--- config.mk ---
export PLATFORM = sky130hd
export DESIGN_NAME = urv_fetch_unit
export DESIGN_NICKNAME = d
export VERILOG_FILES = /design/src/rtl/urv_fetch_unit.sv
export SDC_FILE = /design/constraint.sdc
export NUM_CORES = 1
export LEC_CHECK = 0
export ABC_CLOCK_PERIOD_IN_PS = 4500
export CORE_MARGIN = 1.5
export CORE_UTILIZATION = 50
export DETAILED_ROUTE_END_ITERATION = 7
export PLACE_DENSITY = 0.8
export SLEW_MARGIN = 20
export SYNTH_ARGS = -nofsm -noshare
export SYNTH_HDL_FRONTEND = slang
export SYNTH_SLANG_ARGS = --single-unit
export TNS_END_PERCENT = 5
--- constraint.sdc ---
create_clock -name clk_i -period 4.5 [get_ports clk_i]
set_input_delay 0.45 -clock clk_i [delete_from_list [all_inputs] [get_ports clk_i]]
set_output_delay 0.45 -clock clk_i [all_outputs]
set_load 0.1 [all_outputs]
--- src/rtl/urv_fetch_unit.sv ---
// urv_fetch_unit: instruction fetch stage of the uRV pipeline.
// Drives the instruction-memory address stream (one request in flight),
// registers each returned word together with its PC for decode, absorbs
// decode stalls with a single-entry skid buffer and restarts on redirects.
module urv_fetch_unit #(
  parameter logic [31:0] RESET_VECTOR = 32'h0000_0000
) (
  input  logic        clk_i,
  input  logic        rst_n_i,
  input  logic        f_stall_i,
  input  logic        f_kill_i,
  input  logic [31:0] f_bra_target_i,
  output logic [31:0] im_addr_o,
  output logic        im_rd_o,
  input  logic [31:0] im_data_i,
  input  logic        im_valid_i,
  output logic [31:0] f_ir_o,
  output logic [31:0] f_pc_o,
  output logic        f_valid_o
);

  localparam logic [1:0]  ST_BOOT  = 2'd0;
  localparam logic [1:0]  ST_RUN   = 2'd1;
  localparam logic [1:0]  ST_HOLD  = 2'd2;

  localparam logic [31:0] NOP_INSN = 32'h0000_0013;
  localparam logic [31:0] BOOT_PC  = RESET_VECTOR & 32'hFFFF_FFFC;

  logic [1:0]  state_q,      state_d;
  logic [31:0] pc_req_q,     pc_req_d;
  logic        pending_q,    pending_d;
  logic        skid_valid_q, skid_valid_d;
  logic [31:0] skid_ir_q,    skid_ir_d;
  logic [31:0] skid_pc_q,    skid_pc_d;
  logic [31:0] f_ir_q,       f_ir_d;
  logic [31:0] f_pc_q,       f_pc_d;
  logic        f_valid_q,    f_valid_d;

  logic        accept;
  logic [31:0] kill_pc;
  logic [31:0] next_addr;
  logic        issue;

  // The response to a request always arrives in the cycle right after it
  // was sampled, so whatever was in flight when a kill arrives returns in
  // that same kill cycle. Gating acceptance with f_kill_i therefore drops
  // every killed-path response; the request issued in the kill cycle is
  // already for the target and must be kept.
  assign accept  = pending_q & im_valid_i & ~f_kill_i;
  assign kill_pc = f_bra_target_i & 32'hFFFF_FFFC;

  // Next fetch address: redirect, then sequential advance, else retry/hold.
  // While nothing is pending, pc_req_q holds the next address still to
  // be fetched, so the last branch covers both retry and resume.
  always_comb begin
    if (f_kill_i) begin
      next_addr = kill_pc;
    end else if (accept) begin
      next_addr = pc_req_q + 32'd4;
    end else begin
      next_addr = pc_req_q;
    end
  end

  // Request enable: while decode stalls, stop issuing once a response is
  // due or the skid is occupied, so at most one word lands in the skid.
  // When the stall drops with the skid full, fetch resumes in the same
  // cycle the skid drains so the stream continues without a bubble.
  assign issue = f_kill_i
               | (state_q == ST_BOOT)
               | ~f_stall_i
               | (~pending_q & ~skid_valid_q);

  assign im_addr_o = next_addr;
  assign im_rd_o   = issue;

  // Request tracking: every issued address becomes the in-flight one; an
  // unissued address is remembered for the next attempt.
  always_comb begin
    pc_req_d  = next_addr;
    pending_d = issue;
  end

  // Output register, skid buffer and FSM next state.
  always_comb begin
    // NOTE: every signal gets a hold default before any branch; a path that
    // leaves one unassigned would infer a latch instead of a register input.
    f_ir_d       = f_ir_q;
    f_pc_d       = f_pc_q;
    f_valid_d    = f_valid_q;
    skid_valid_d = skid_valid_q;
    skid_ir_d    = skid_ir_q;
    skid_pc_d    = skid_pc_q;

    if (f_kill_i) begin
      f_valid_d    = 1'b0;
      skid_valid_d = 1'b0;
    end else if (!f_stall_i) begin
      if (skid_valid_q) begin
        f_ir_d       = skid_ir_q;
        f_pc_d       = skid_pc_q;
        f_valid_d    = 1'b1;
        skid_valid_d = 1'b0;
      end else if (accept) begin
        f_ir_d    = im_data_i;
        f_pc_d    = pc_req_q;
        f_valid_d = 1'b1;
      end else begin
        f_valid_d = 1'b0;
      end
    end else if (accept) begin
      skid_ir_d    = im_data_i;
      skid_pc_d    = pc_req_q;
      skid_valid_d = 1'b1;
    end

    // BOOT lasts a single cycle; HOLD is exactly "skid occupied".
    state_d = skid_valid_d ? ST_HOLD : ST_RUN;
  end

  // State registers with asynchronous reset.
  always_ff @(posedge clk_i or negedge rst_n_i) begin
    if (!rst_n_i) begin
      state_q      <= ST_BOOT;
      pc_req_q     <= BOOT_PC;
      pending_q    <= 1'b0;
      skid_valid_q <= 1'b0;
      // NOTE: the skid payload is reset too even though skid_valid_q guards
      // it; it is only 64 flops and keeps X out of the output register.
      skid_ir_q    <= NOP_INSN;
      skid_pc_q    <= 32'h0000_0000;
      f_ir_q       <= NOP_INSN;
      f_pc_q       <= 32'h0000_0000;
      f_valid_q    <= 1'b0;
    end else begin
      // NOTE: non-blocking assignments so every register samples the values
      // computed from the pre-edge state, independent of statement order.
      state_q      <= state_d;
      pc_req_q     <= pc_req_d;
      pending_q    <= pending_d;
      skid_valid_q <= skid_valid_d;
      skid_ir_q    <= skid_ir_d;
      skid_pc_q    <= skid_pc_d;
      f_ir_q       <= f_ir_d;
      f_pc_q       <= f_pc_d;
      f_valid_q    <= f_valid_d;
    end
  end

  assign f_ir_o    = f_ir_q;
  assign f_pc_o    = f_pc_q;
  assign f_valid_o = f_valid_q;

endmodule

Word level (Yosys, flattened, before mapping):

Cells that the tools add are included.

* register bits after elaboration: 165
* output and inout bits: 98
* word-level logic and storage cells: 39

* add/subtract/negate cells: 1
* equality and inequality tests: 1
* muxes and demuxes: 14
* bitwise gates (word level): 10
* reduce and logical (&&, ||, !) cells: 4

Operators by type and width (number)
* $mux W32: 6
* $add A32 B3 Y32 const B: 1
* $mux W1: 7
* $reduce_and A3 Y1: 2
* $not A1 Y1: 4
* $and A1 B1 Y1: 3
* $or A1 B1 Y1: 3
* $logic_not A2 Y1: 1
* $mux W2: 1
* $ne A2 B1 Y1 const B: 1
* $reduce_bool A2 Y1: 1

Longest topological paths before layout:

* depth after elaboration: 6
* mapped depth: 7
* mapped depth without buffers: 5

Least setup slack after synthesis:

OpenSTA, ideal clock, no wires.

* path type: input to output
* from: input port im_valid_i
* to: output port im_addr_o[15]
* data arrival time: 3384 ps
* required time: 4050 ps
* path slack: 666 ps
* stages: 6
* cells stage by stage: and4_1 -> buf_2 -> nand4_1 -> buf_2 -> xnor2_1 -> o21ai_0

* longest elaborated chain between the ends: 4

RTL lines
* start: declaration: line 16 `input logic im_valid_i,`
* $and A1 B1 Y1 (2 in a row): line 49 `assign accept = pending_q & im_valid_i & ~f_kill_i;`
* $mux W32: line 58 `end else if (accept) begin`
* $mux W32: line 56 `if (f_kill_i) begin`
* end: declaration: line 13 `output logic [31:0] im_addr_o,`

No other way between the ends.

Final worst setup path:

* from: input port im_valid_i
* to: output port im_addr_o[29]

The elaborated chain is that of the path after synthesis.

==> out/results.ini <==
[timing]
maxSlewViolCount = 0
fin_worst_skew_ns = 0.009026
final_hold_viol_count = 0
finalCriticalPeriod_ns = 3.749
setup_tns_ns = 0
whs_ns = 0.04847
rsz0062_at_grt = false
finalSetupViolCount = 0
timing.slew.headroom_pct = 32.02
post-route-period-util_pct = 83.32
tightest_slew_ns = 1.017
max_freq_mhz = 266.7

[setup_path]
r2r_cells = 4
r2r_slack_ns = 1.88
max_stage_delay_ns = 0.63
end_kind = primary output
r2r-end = pc_req_q[29]
worst-path-buf-inv = 2
worstSetupPathType = in -> out
worstPathArrival_ns = 3.30
r2r_start = pending_q
crit_fanout = 17
cp_cell_sequence = clkdlybuf4s50_1 -> and4_1 -> nand4_1 -> or4_1 -> a31oi_1 -> buf_12
crit_path_start = im_valid_i
worst-path-stages = 6
worstPathRequired_ns = 4.05
crit_slowest_cell = clkdlybuf4s50_1
startpoint_type = input pin
crit_family = simple AND/OR/NAND/NOR gates
critPathCapture = im_addr_o[29]

[synthesis]
synthAdderAreaFrac_pct = 0.1739
ys_top_cells_by_area = dfrtp_1, mux2_2, mux2i_1
yosys.area.top_type = dfrtp_1
synth.mux.area_fraction_pct = 18.28
synth_warnings = 0
netlist_area_sq_um = 7196
synth_cell_types = 34
synth_xor_area_share_pct = 1.217
synth_top_family_by_area = multiplexers
synth_top_area_share_pct = 54.95
synthesis.instances = 641
ys_seq_elements = 164
syn_area_per_cell_sq_um = 11.23
async_flop_share_pct = 100.0
synth_compound_area_share_pct = 9.094
synth_edf_count = 0
synth-simple-area-share_pct = 11.28
syn_nets = 711
synth_flop_cell = dfrtp_1
ys_seq_area_share_pct = 57.14

[route]
vias_per_cell = 5.526
drtPass1Iterations = 6
post_drt_wl_per_cell_um = 16.44
drc = 0
detail-route-antenna-nets = 0
drtIter0Drc = 268
vias = 5404
routed_wl_um = 16070

[cts]
cts_hold_buf = 0
clock_path_buffers = 2
htree_levels = 4
post_cts_resized = 0
clock_sinks = 164
cts_tree = done
numCtsBuffers = 17
post_cts_buffers = 0
clock-root-buffer = clkbuf_16
clock_latency_ns = 0.42
clkSlewWorstSetupHoldPaths_ns = 0.06

[layout]
n_fill_cell = 995
finalInstanceArea_sq_um = 9652
fin_util_pct = 69.00
layout.nets = 855
mostFrequentLayoutCells = dfrtp_1, clkdlybuf4s50_1, nand2_1
drive_gt1_share_pct = 17.54
antenna_cells = 0
final_common_cell = dfrtp_1
synthToLayoutAreaGrowth_pct = 34.13

[grt]
grt_pass1_wl_um = 25590
grt_pass1_vias = 5256
globalRouteTotalUtil_pct = 21.72
grt_max_degree = 130
antenna_found_initial = 0
overflow = 0

[placed_design]
dp_hpwl_um = 10630
buffer_ports.inserted = 164
place.gp.congestion = 0.7824
placed_cell_area_sq_um = 9056

[die]
coreArea_sq_um = 13990
die_area_sq_um = 15120
io_pins = 167
rows = 43
dieHeight_um = 123.0
start_util_pct = 51.44
die_w_um = 123.0

[power_and_ir_drop]
leakage_uw = 0.004061
power.density_nw_per_um2 = 549.8
total_power_uw = 5306
vdd_drop_max_mv = 0.2954

[run_status]
outcome = finished clean

[hold_path]
hold_class = in -> async

[run]
maxCapViolCount = 0

==> routing by layer <==
layer,wire (um),global-route usage (%)
met5,0,0
met4,164,6.759
met3,950,5.581
met2,7885,35.45
met1,7074,28.55
==> cells by family (layout without fill, tap and decap cells) <==
group / after synthesis / after routing
adders and majority gates: 1 / 1
DFF: 164 / 164
buffers and inverters: 51 / 208
muxes: 124 / 124
and+or+nand+nor: 171 / 171
xor gates and xnor gates: 10 / 10
AOI/OAI and AO/OA: 120 / 120
==> how the worst min path moves through the flow <==
stage	slack, ns	start	end	cells after the start
floorplan	0.15	rst_n_i	f_ir_o[10]	0
global placement	0.46	skid_pc_q[30]	skid_pc_q[30]	2
global route	0.10	rst_n_i	f_ir_o[5]	1
finish	0.05	rst_n_i	f_ir_o[5]	1
CTS	0.07	rst_n_i	f_ir_o[5]	1
detailed placement	0.47	f_pc_o[2]	f_pc_o[2]	2
==> per-stage QoR <==
step / cells / setup slack, ns
floorplan: 641 / 0.6664
global placement: 945 / 0.8574
detailed placement: 945 / 0.7884
CTS: 977 / 0.7671
global route: 978 / 0.6213
finish: 978 / 0.7508
==> cell usage after synthesis (4+ instances only) <==
| library cell | count |
|---|---|
| mux2i_1 | 65 |
| or3_1 | 10 |
| nand3_1 | 6 |
| buf_1 | 12 |
| inv_1 | 7 |
| and3_1 | 7 |
| o21ai_0 | 89 |
| dfrtp_1 | 158 |
| dfstp_2 | 6 |
| o31ai_1 | 5 |
| nor2_1 | 19 |
| xnor2_1 | 4 |
| and4_1 | 5 |
| clkbuf_1 | 23 |
| a31oi_1 | 18 |
| nand4_1 | 13 |
| buf_2 | 9 |
| or4_1 | 6 |
| nand2_1 | 95 |
| mux2_2 | 59 |
| xor2_1 | 6 |
==> layout make-up <==
| cell class | count | area [sq um] | area share [%] |
|---|---|---|---|
| clock inverters | 7 | 72.57 | 0.7519 |
| well taps | 180 | 225.2 | 2.333 |
| flip-flops and latches | 164 | 4115 | 42.64 |
| clock buffers | 25 | 495.5 | 5.134 |
| inverters | 7 | 26.28 | 0.2722 |
| repair buffers | 169 | 1818 | 18.84 |
| multi-input cells | 426 | 2899 | 30.04 |
==> state kept, by name, indices dropped and copies added (netlist names) <==
name,flops
f_valid_o,1
pc_req_q,32
state_q,1
f_ir_o,32
skid_valid_q,1
f_pc_o,32
skid_ir_q,32
skid_pc_q,32
pending_q,1
==> power breakdown <==
part | switching [uW] | internal (uW)
Combinational | 1440 | 530
Clock | 555 | 820
Sequential | 189 | 1770
Total | 2190 | 3120
No activity file was read; power rests on OpenSTA's default activity.
